--- src/rtl/button_repeat_controller_pkg.sv ---
// Shared definitions for the button repeat controller slice.
// Holds the command and FSM state encodings, the button index map and the
// fixed-priority button decode so every file interprets buttons identically.
package button_ctrl_pkg;

  // Decoded command coming from the current button levels
  typedef enum logic [1:0] {
    CMD_NONE = 2'd0,
    CMD_INC  = 2'd1,
    CMD_DEC  = 2'd2,
    CMD_CLR  = 2'd3
  } cmd_t;

  // Controller states; the encoding is what appears on state_dbg
  typedef enum logic [1:0] {
    ST_IDLE         = 2'd0,
    ST_DELAY        = 2'd1,
    ST_REPEAT       = 2'd2,
    ST_WAIT_RELEASE = 2'd3
  } state_t;

  localparam int NUM_BUTTONS = 5;
  localparam int BTN_INC_A   = 0;
  localparam int BTN_DEC_A   = 1;
  localparam int BTN_DEC_B   = 2;
  localparam int BTN_INC_B   = 3;
  localparam int BTN_CLR     = 4;

  // Increment beats decrement beats clear when several buttons are down
  function automatic cmd_t decodeCmd(input logic [NUM_BUTTONS-1:0] btn);
    cmd_t result;
    result = CMD_NONE;
    if (btn[BTN_INC_A] || btn[BTN_INC_B]) begin
      result = CMD_INC;
    end else if (btn[BTN_DEC_A] || btn[BTN_DEC_B]) begin
      result = CMD_DEC;
    end else if (btn[BTN_CLR]) begin
      result = CMD_CLR;
    end
    return result;
  endfunction

endpackage

--- src/rtl/button_repeat_controller_if.sv ---
// Bundle between the debouncer side and the display side of the controller.
//   buttons     : debounced button levels into the controller
//   count       : counter value for the display
//   step_pulse  : one-cycle pulse per increment/decrement step
//   step_dir    : 1 = up, 0 = down, meaningful while step_pulse is high
//   clr_pulse   : one-cycle pulse when a clear executes
//   limit_pulse : one-cycle pulse when a step wraps or is clamped
//   state_dbg   : current controller state encoding
// master = environment driving buttons, slave = the controller.
interface button_repeat_controller_if #(
  parameter int WIDTH = 8
);
  logic [4:0]       buttons;
  logic [WIDTH-1:0] count;
  logic             step_pulse;
  logic             step_dir;
  logic             clr_pulse;
  logic             limit_pulse;
  logic [1:0]       state_dbg;

  modport master (
    output buttons,
    input  count, step_pulse, step_dir, clr_pulse, limit_pulse, state_dbg
  );

  modport slave (
    input  buttons,
    output count, step_pulse, step_dir, clr_pulse, limit_pulse, state_dbg
  );
endinterface

--- src/rtl/button_repeat_controller_timer.sv ---
// repeat_timer: loadable down-counter that paces hold delay and auto-repeat.
//   clk, reset : clock and asynchronous active-low reset
//   i_load     : load i_value this cycle (takes priority over counting)
//   i_value    : value to load
//   i_dec      : count down by one, stopping at zero
//   o_zero     : current value is zero
module repeat_timer #(
  parameter int WIDTH = 4
) (
  input  logic             clk,
  input  logic             reset,
  input  logic             i_load,
  input  logic [WIDTH-1:0] i_value,
  input  logic             i_dec,
  output logic             o_zero
);

  logic [WIDTH-1:0] r_value;

  // Load wins over counting; counting parks at zero so the expiry is held
  always_ff @(posedge clk or negedge reset) begin
    if (!reset) begin
      r_value <= '0;
    end else if (i_load) begin
      r_value <= i_value;
    end else if (i_dec && (r_value != '0)) begin
      r_value <= r_value - 1'b1;
    end
  end

  assign o_zero = (r_value == '0);

endmodule

--- src/rtl/button_repeat_controller.sv ---
// Turns debounced button levels into paced up/down/clear commands and owns
// the display counter. A press steps once immediately; a held inc/dec steps
// again after HOLD_CYCLES and then every REPEAT_CYCLES; clear fires once.
//   clk    : system clock
//   reset  : asynchronous active-low reset
//   io_bus : slave side of button_repeat_controller_if (buttons in, count,
//            step/clear/limit pulses and state_dbg out)
module button_repeat_controller
  import button_ctrl_pkg::*;
#(
  parameter int WIDTH         = 8,
  parameter int HOLD_CYCLES   = 50_000_000,
  parameter int REPEAT_CYCLES = 10_000_000,
  parameter int SATURATE      = 0
) (
  input  logic                         clk,
  input  logic                         reset,
  button_repeat_controller_if.slave    io_bus
);

  localparam int MAX_CYCLES = (HOLD_CYCLES > REPEAT_CYCLES) ? HOLD_CYCLES : REPEAT_CYCLES;
  localparam int TIMER_W    = $clog2(MAX_CYCLES);
  localparam logic [TIMER_W-1:0] HOLD_LOAD   = TIMER_W'(HOLD_CYCLES - 1);
  localparam logic [TIMER_W-1:0] REPEAT_LOAD = TIMER_W'(REPEAT_CYCLES - 1);
  localparam logic [WIDTH-1:0]   COUNT_MAX   = '1;

  state_t             r_state, w_nextState;
  cmd_t               r_latchCmd, w_nextLatch, w_cmd;
  logic               w_act, w_newPress;
  logic               w_timerLoad, w_timerDec, w_timerZero;
  logic [TIMER_W-1:0] w_timerValue;
  logic [WIDTH-1:0]   r_count;
  logic               r_stepPulse, r_stepDir, r_clrPulse, r_limitPulse;

  assign w_cmd = decodeCmd(io_bus.buttons);

  repeat_timer #(.WIDTH(TIMER_W)) u_timer (
    .clk     (clk),
    .reset   (reset),
    .i_load  (w_timerLoad),
    .i_value (w_timerValue),
    .i_dec   (w_timerDec),
    .o_zero  (w_timerZero)
  );

  // State and latched command register
  always_ff @(posedge clk or negedge reset) begin
    if (!reset) begin
      r_state    <= ST_IDLE;
      r_latchCmd <= CMD_NONE;
    end else begin
      r_state    <= w_nextState;
      r_latchCmd <= w_nextLatch;
    end
  end

  // Next-state logic. A changed command while counting down is handled as a
  // fresh press in the same cycle, so switching direction never loses a step.
  always_comb begin
    w_nextState  = r_state;
    w_nextLatch  = r_latchCmd;
    w_act        = 1'b0;
    w_newPress   = 1'b0;
    w_timerLoad  = 1'b0;
    w_timerDec   = 1'b0;
    w_timerValue = HOLD_LOAD;
    case (r_state)
      ST_IDLE: begin
        w_newPress = (w_cmd != CMD_NONE);
      end
      ST_DELAY, ST_REPEAT: begin
        if (w_cmd == CMD_NONE) begin
          w_nextState = ST_IDLE;
        end else if (w_cmd != r_latchCmd) begin
          w_newPress = 1'b1;
        end else if (w_timerZero) begin
          w_act        = 1'b1;
          w_timerLoad  = 1'b1;
          w_timerValue = REPEAT_LOAD;
          w_nextState  = ST_REPEAT;
        end else begin
          w_timerDec = 1'b1;
        end
      end
      ST_WAIT_RELEASE: begin
        if (w_cmd == CMD_NONE) begin
          w_nextState = ST_IDLE;
        end else if (w_cmd != CMD_CLR) begin
          w_newPress = 1'b1;
        end
      end
      default: begin
        w_nextState = ST_IDLE;
      end
    endcase
    if (w_newPress) begin
      w_act = 1'b1;
      if (w_cmd == CMD_CLR) begin
        w_nextState = ST_WAIT_RELEASE;
      end else begin
        w_nextLatch  = w_cmd;
        w_timerLoad  = 1'b1;
        w_timerValue = HOLD_LOAD;
        w_nextState  = ST_DELAY;
      end
    end
  end

  // Counter and pulse registers; an action updates count and its pulse on
  // the same edge so the display sees the new value alongside the pulse.
  always_ff @(posedge clk or negedge reset) begin
    if (!reset) begin
      r_count      <= '0;
      r_stepPulse  <= 1'b0;
      r_stepDir    <= 1'b0;
      r_clrPulse   <= 1'b0;
      r_limitPulse <= 1'b0;
    end else begin
      r_stepPulse  <= 1'b0;
      r_stepDir    <= 1'b0;
      r_clrPulse   <= 1'b0;
      r_limitPulse <= 1'b0;
      if (w_act) begin
        case (w_cmd)
          CMD_INC: begin
            r_stepPulse <= 1'b1;
            r_stepDir   <= 1'b1;
            if (r_count == COUNT_MAX) begin
              r_limitPulse <= 1'b1;
              r_count      <= (SATURATE != 0) ? COUNT_MAX : '0;
            end else begin
              r_count <= r_count + 1'b1;
            end
          end
          CMD_DEC: begin
            r_stepPulse <= 1'b1;
            if (r_count == '0) begin
              r_limitPulse <= 1'b1;
              r_count      <= (SATURATE != 0) ? '0 : COUNT_MAX;
            end else begin
              r_count <= r_count - 1'b1;
            end
          end
          CMD_CLR: begin
            r_clrPulse <= 1'b1;
            r_count    <= '0;
          end
          default: begin
          end
        endcase
      end
    end
  end

  assign io_bus.count       = r_count;
  assign io_bus.step_pulse  = r_stepPulse;
  assign io_bus.step_dir    = r_stepDir;
  assign io_bus.clr_pulse   = r_clrPulse;
  assign io_bus.limit_pulse = r_limitPulse;
  assign io_bus.state_dbg   = r_state;

endmodule

--- src/flat_wrapper.sv ---
// flat-port wrapper written by rule: the top's interface ports become plain ports
module button_repeat_controller_flat import button_ctrl_pkg::*;
#(
  parameter int WIDTH         = 8,
  parameter int HOLD_CYCLES   = 50_000_000,
  parameter int REPEAT_CYCLES = 10_000_000,
  parameter int SATURATE      = 0
)
  (clk, reset, io_bus_buttons, io_bus_count, io_bus_step_pulse, io_bus_step_dir, io_bus_clr_pulse, io_bus_limit_pulse, io_bus_state_dbg);
  button_repeat_controller_if #(.WIDTH(WIDTH)) io_bus_i ();
  input  logic clk;
  input  logic reset;
  input wire logic [$bits(io_bus_i.buttons)-1:0] io_bus_buttons;
  output wire logic [$bits(io_bus_i.count)-1:0] io_bus_count;
  output wire logic [$bits(io_bus_i.step_pulse)-1:0] io_bus_step_pulse;
  output wire logic [$bits(io_bus_i.step_dir)-1:0] io_bus_step_dir;
  output wire logic [$bits(io_bus_i.clr_pulse)-1:0] io_bus_clr_pulse;
  output wire logic [$bits(io_bus_i.limit_pulse)-1:0] io_bus_limit_pulse;
  output wire logic [$bits(io_bus_i.state_dbg)-1:0] io_bus_state_dbg;
  assign io_bus_i.buttons = io_bus_buttons;
  assign io_bus_count = io_bus_i.count;
  assign io_bus_step_pulse = io_bus_i.step_pulse;
  assign io_bus_step_dir = io_bus_i.step_dir;
  assign io_bus_clr_pulse = io_bus_i.clr_pulse;
  assign io_bus_limit_pulse = io_bus_i.limit_pulse;
  assign io_bus_state_dbg = io_bus_i.state_dbg;
  button_repeat_controller #(.WIDTH(WIDTH), .HOLD_CYCLES(HOLD_CYCLES), .REPEAT_CYCLES(REPEAT_CYCLES), .SATURATE(SATURATE)) u_core (.clk(clk), .reset(reset), .io_bus(io_bus_i));
endmodule
--- config.mk ---
export PLATFORM = sky130hd
export DESIGN_NAME = button_repeat_controller_flat
export DESIGN_NICKNAME = d
export VERILOG_FILES = /design/src/rtl/button_repeat_controller_pkg.sv /design/src/rtl/button_repeat_controller_if.sv /design/src/rtl/button_repeat_controller_timer.sv /design/src/rtl/button_repeat_controller.sv /design/src/flat_wrapper.sv
export SDC_FILE = /design/constraint.sdc
export NUM_CORES = 1
export LEC_CHECK = 0
export ABC_AREA = 0
export BUFFER_PORTS_ARGS = -buffer_cell sky130_fd_sc_hd__buf_4
export CAP_MARGIN = 20
export CORE_ASPECT_RATIO = 0.5
export CORE_MARGIN = 1
export CORE_UTILIZATION = 46
export DETAILED_ROUTE_END_ITERATION = 6
export GPL_ROUTABILITY_DRIVEN = 0
export SYNTH_ARGS = -nofsm -noshare
export SYNTH_HDL_FRONTEND = slang
export SYNTH_SLANG_ARGS = --single-unit
--- constraint.sdc ---
create_clock -name clk -period 2.8 [get_ports clk]
set_clock_uncertainty 0.15 [all_clocks]
set_input_delay 0.56 -clock clk [delete_from_list [all_inputs] [get_ports clk]]
set_output_delay 0.56 -clock clk [all_outputs]
set_load 0.005 [all_outputs]
==> reports/results.txt <==
CP delay by family, top = simple AND/OR/NAND/NOR gates
Largest net degree at the start of global routing = 43
Pre-CTS WS = 0.0684 ns
Worst-path cell chain = or4_4 -> or3_4 -> nor3_2 -> buf_4 -> nor3_1 -> a221o_1
Crit-path max FO = 7
Site row count = 19
Number of global-route vias before repair = 2,480
Worst r2r src = u_core.u_timer.r_value[12]$_DFFE_PN0P_
Post-Route Utilization = 0.575
Crit path DAT = 2.60 ns
I/O Pins = 21
Tot Pwr = 2.93 mW
Synth Flop Type = dfrtp_1
Pwr Density = 911 nW/µm²
Met2 wire length = 2990 µm
LEAKAGE = 1.34 nW
Startpoint types = flip-flop
Minimum clock period = 2.59 ns
Post-synthesis cell count = 316
# setup viols final = 0
Area Overhead vs Synth = 18.6%
Sequential cell area fraction in the yosys report = 0.388
Synth top area share = 0.388
Share of cells above drive strength 1 = 0.181
CTS Hold Bufs = 0
Fillers = 513
Met1 WL = 3280 µm
Crit end category = flip-flop
Number of antenna violations at the first check in global routing = 0
Final wirelength = 6640 µm
CTS Buf Count = 5
Top sig layer = met4
Distinct cell type count after synthesis = 62
CTS tree = done
GR Util All Layers = 0.232
Clk Latency, worst-skew pair = 0.29 ns
Reg2reg end = u_core.u_timer.r_value[13]$_DFFE_PN0P_
Largest cells by area after synthesis = dfrtp_1 39%, ha_1 4.6%, nand2_1 4.4%
Crit path kind = flip-flop to flip-flop
Die area = 6220 µm²
Commonest non-fill, non-tap cell in the layout = buf_4
F_max = 386 MHz
Mean Syn Cell Area = 8.58 µm²
Clock buffer depth = 2
Die X-Extent = 111 µm
Worst Hold Class = input port to asynchronous set/reset pin
Clk sinks = 42
Via count = 2,543
WP buf/inv = 1
Mapped Nets = 333
Slowest library cell on the worst path = or4_4
Initial core utilization = 0.485
Post-DP HPWL = 4860 µm
Placed cell count = 419
Yosys reg bits = 42
Sequential power share = 0.300
Standard cell core area = 5590 µm²
Hold_ws = 0.105 ns
Hold Violations, Final = 0
Residual DRC = 0
Final nets = 370
Part of the power in the clock network = 0.200
Final design instance area without fill = 3210 µm²
Pins over their slew limit = 0
GR Overflow Total = 0
Synthesized area = 2710 µm²
Placed Area = 3070 µm²
Port Buffers = 20
Unrepaired setup endpoints after global routing = false
Setup_tns = 0 ns
Final worst-path cycle share = 0.924
Crit path largest cell delay = 0.56 ns
First-pass GRT wire length = 11,500 µm
Worst R2R Setup Slack = 0.21 ns
H-tree depth = 2
Power share of the combinational group = 0.499
Avg Vias per Cell = 5.96
# diodes = 0
Worst slew margin = 0.634
Storage cell area = 1050 µm²
Max VDD drop = 0.000539 V
DR WL met3 = 295 µm
DR WL/cell = 15.5 µm
Post_cts resized = 0
Area of the multi-input gates = 1560 µm²
Most frequent cells in the layout = 43 x buf_4, 42 x dfrtp_1, 32 x nand2_1
Psw = 1.23 mW
Internal power = 1.70 mW
Number of enable flip-flop cells after synthesis = 0
Final worst setup slack = 0.212 ns
Drt pass-1 iters = 4
Run status = finished, final reports clean
Die height = 56.3 µm
Slew of the pin with the lowest slew margin = 0.549 ns
Root buffer cell = clkbuf_16
Asr flop ratio synth = 1.00
Initial DRC Count = 199
MaxCap Viol Count = 0
Post-route antenna net violation count = 0
Warnings, synthesis = 0
R2R depth = 6
Sw frac = 0.419
CTS clk-pin slew, worst paths = 0.06 ns
Non-Filler Instances = 427
# Post-CTS Setup Buffers = 0
CP Data Required Time = 2.82 ns
Yosys top cell by area = dfrtp_1
## power groups by stage
| stage | clock [mW] | sequential, mW | combinational [mW] |
|---|---|---|---|
| after floorplan | 0 | 0.832 | 0.949 |
| final | 0.587 | 0.879 | 1.46 |
| after CTS | 0.603 | 0.877 | 1.47 |
| after global placement | 0 | 0.884 | 1.44 |
| after detailed placement | 0 | 0.888 | 1.46 |
| after global routing | 0.633 | 0.901 | 1.63 |
## worst reg2reg max path, stage by stage (launching register included)
cell	delay [ns]
dfrtp_1	0.41
or4_4	0.56
or3_4	0.37
nor3_2	0.32
buf_4	0.21
nor3_1	0.07
a221o_1	0.36
## cells by family (layout without fill, tap and decap cells)
kind of cell / Yosys count / in the layout / synth area share
buf+inv: 25 / 63 / 0.0379
fa+ha+maj: 10 / 10 / 0.0462
compound gates: 89 / 89 / 0.221
flops: 42 / 42 / 0.388
simple gates: 136 / 136 / 0.261
mux: 2 / 2 / 0.00739
xor+xnor: 12 / 12 / 0.0388
## sequential cells by signal, summed over array words and instances (netlist names)
signal	cells
u_core.io_bus.state_dbg	2
u_core.io_bus.clr_pulse	1
u_core.io_bus.step_pulse	1
u_core.io_bus.step_dir	1
u_core.io_bus.limit_pulse	1
u_core.r_latchCmd	2
u_core.io_bus.count	8
u_core.u_timer.r_value	26
## cell usage after synthesis, types with 3 or more instances
cell type,count
clkbuf_1,8
nand3_1,7
o21ai_0,20
nand2_1,32
or3_1,7
nor2b_1,4
or4_1,4
xor2_1,3
dfrtp_1,42
ha_1,10
xnor2_1,9
a21oi_1,23
nor3_1,14
buf_2,4
inv_1,12
a22o_1,5
o21ai_1,4
and3_1,6
and2_1,3
a21o_1,4
a32oi_1,3
nor2_1,31
nand4_1,4
nor4_1,6
## final cells by class
class                   instances  area share
inverters                      12      0.0140
repair buffers                 43       0.100
flip-flops and latches         42       0.327
clock buffers                   7      0.0444
well taps                      73      0.0284
clock inverters                 1     0.00156
multi-input cells             249       0.484
## worst max-delay path by stage
| stage | slack, ns | endpoint | cells past startpoint | startpoint |
|---|---|---|---|---|
| after CTS | 0.22 | u_core.u_timer.r_value[9]$_DFFE_PN0P_ | 6 | u_core.u_timer.r_value[12]$_DFFE_PN0P_ |
| after detailed placement | 0.07 | u_core.u_timer.r_value[6]$_DFFE_PN0P_ | 12 | io_bus_buttons[2] |
| after global placement | 0.08 | u_core.u_timer.r_value[8]$_DFFE_PN0P_ | 7 | io_bus_buttons[2] |
| after global routing | 0.1 | u_core.u_timer.r_value[10]$_DFFE_PN0P_ | 7 | u_core.u_timer.r_value[12]$_DFFE_PN0P_ |
| final | 0.21 | u_core.u_timer.r_value[13]$_DFFE_PN0P_ | 6 | u_core.u_timer.r_value[12]$_DFFE_PN0P_ |
| after floorplan | 0.20 | u_core.u_timer.r_value[6]$_DFFE_PN0P_ | 9 | io_bus_buttons[3] |
## per-layer routing
layer | global-route usage | vias to the layer above
met3 | 0.0551 | 10
met4 | 0.0686 | 0
met1 | 0.302 | 1238
met2 | 0.390 | 54
li1 | - | 1241
met5 | 0 | -
Note: power is estimated with default switching activity, not from simulation.
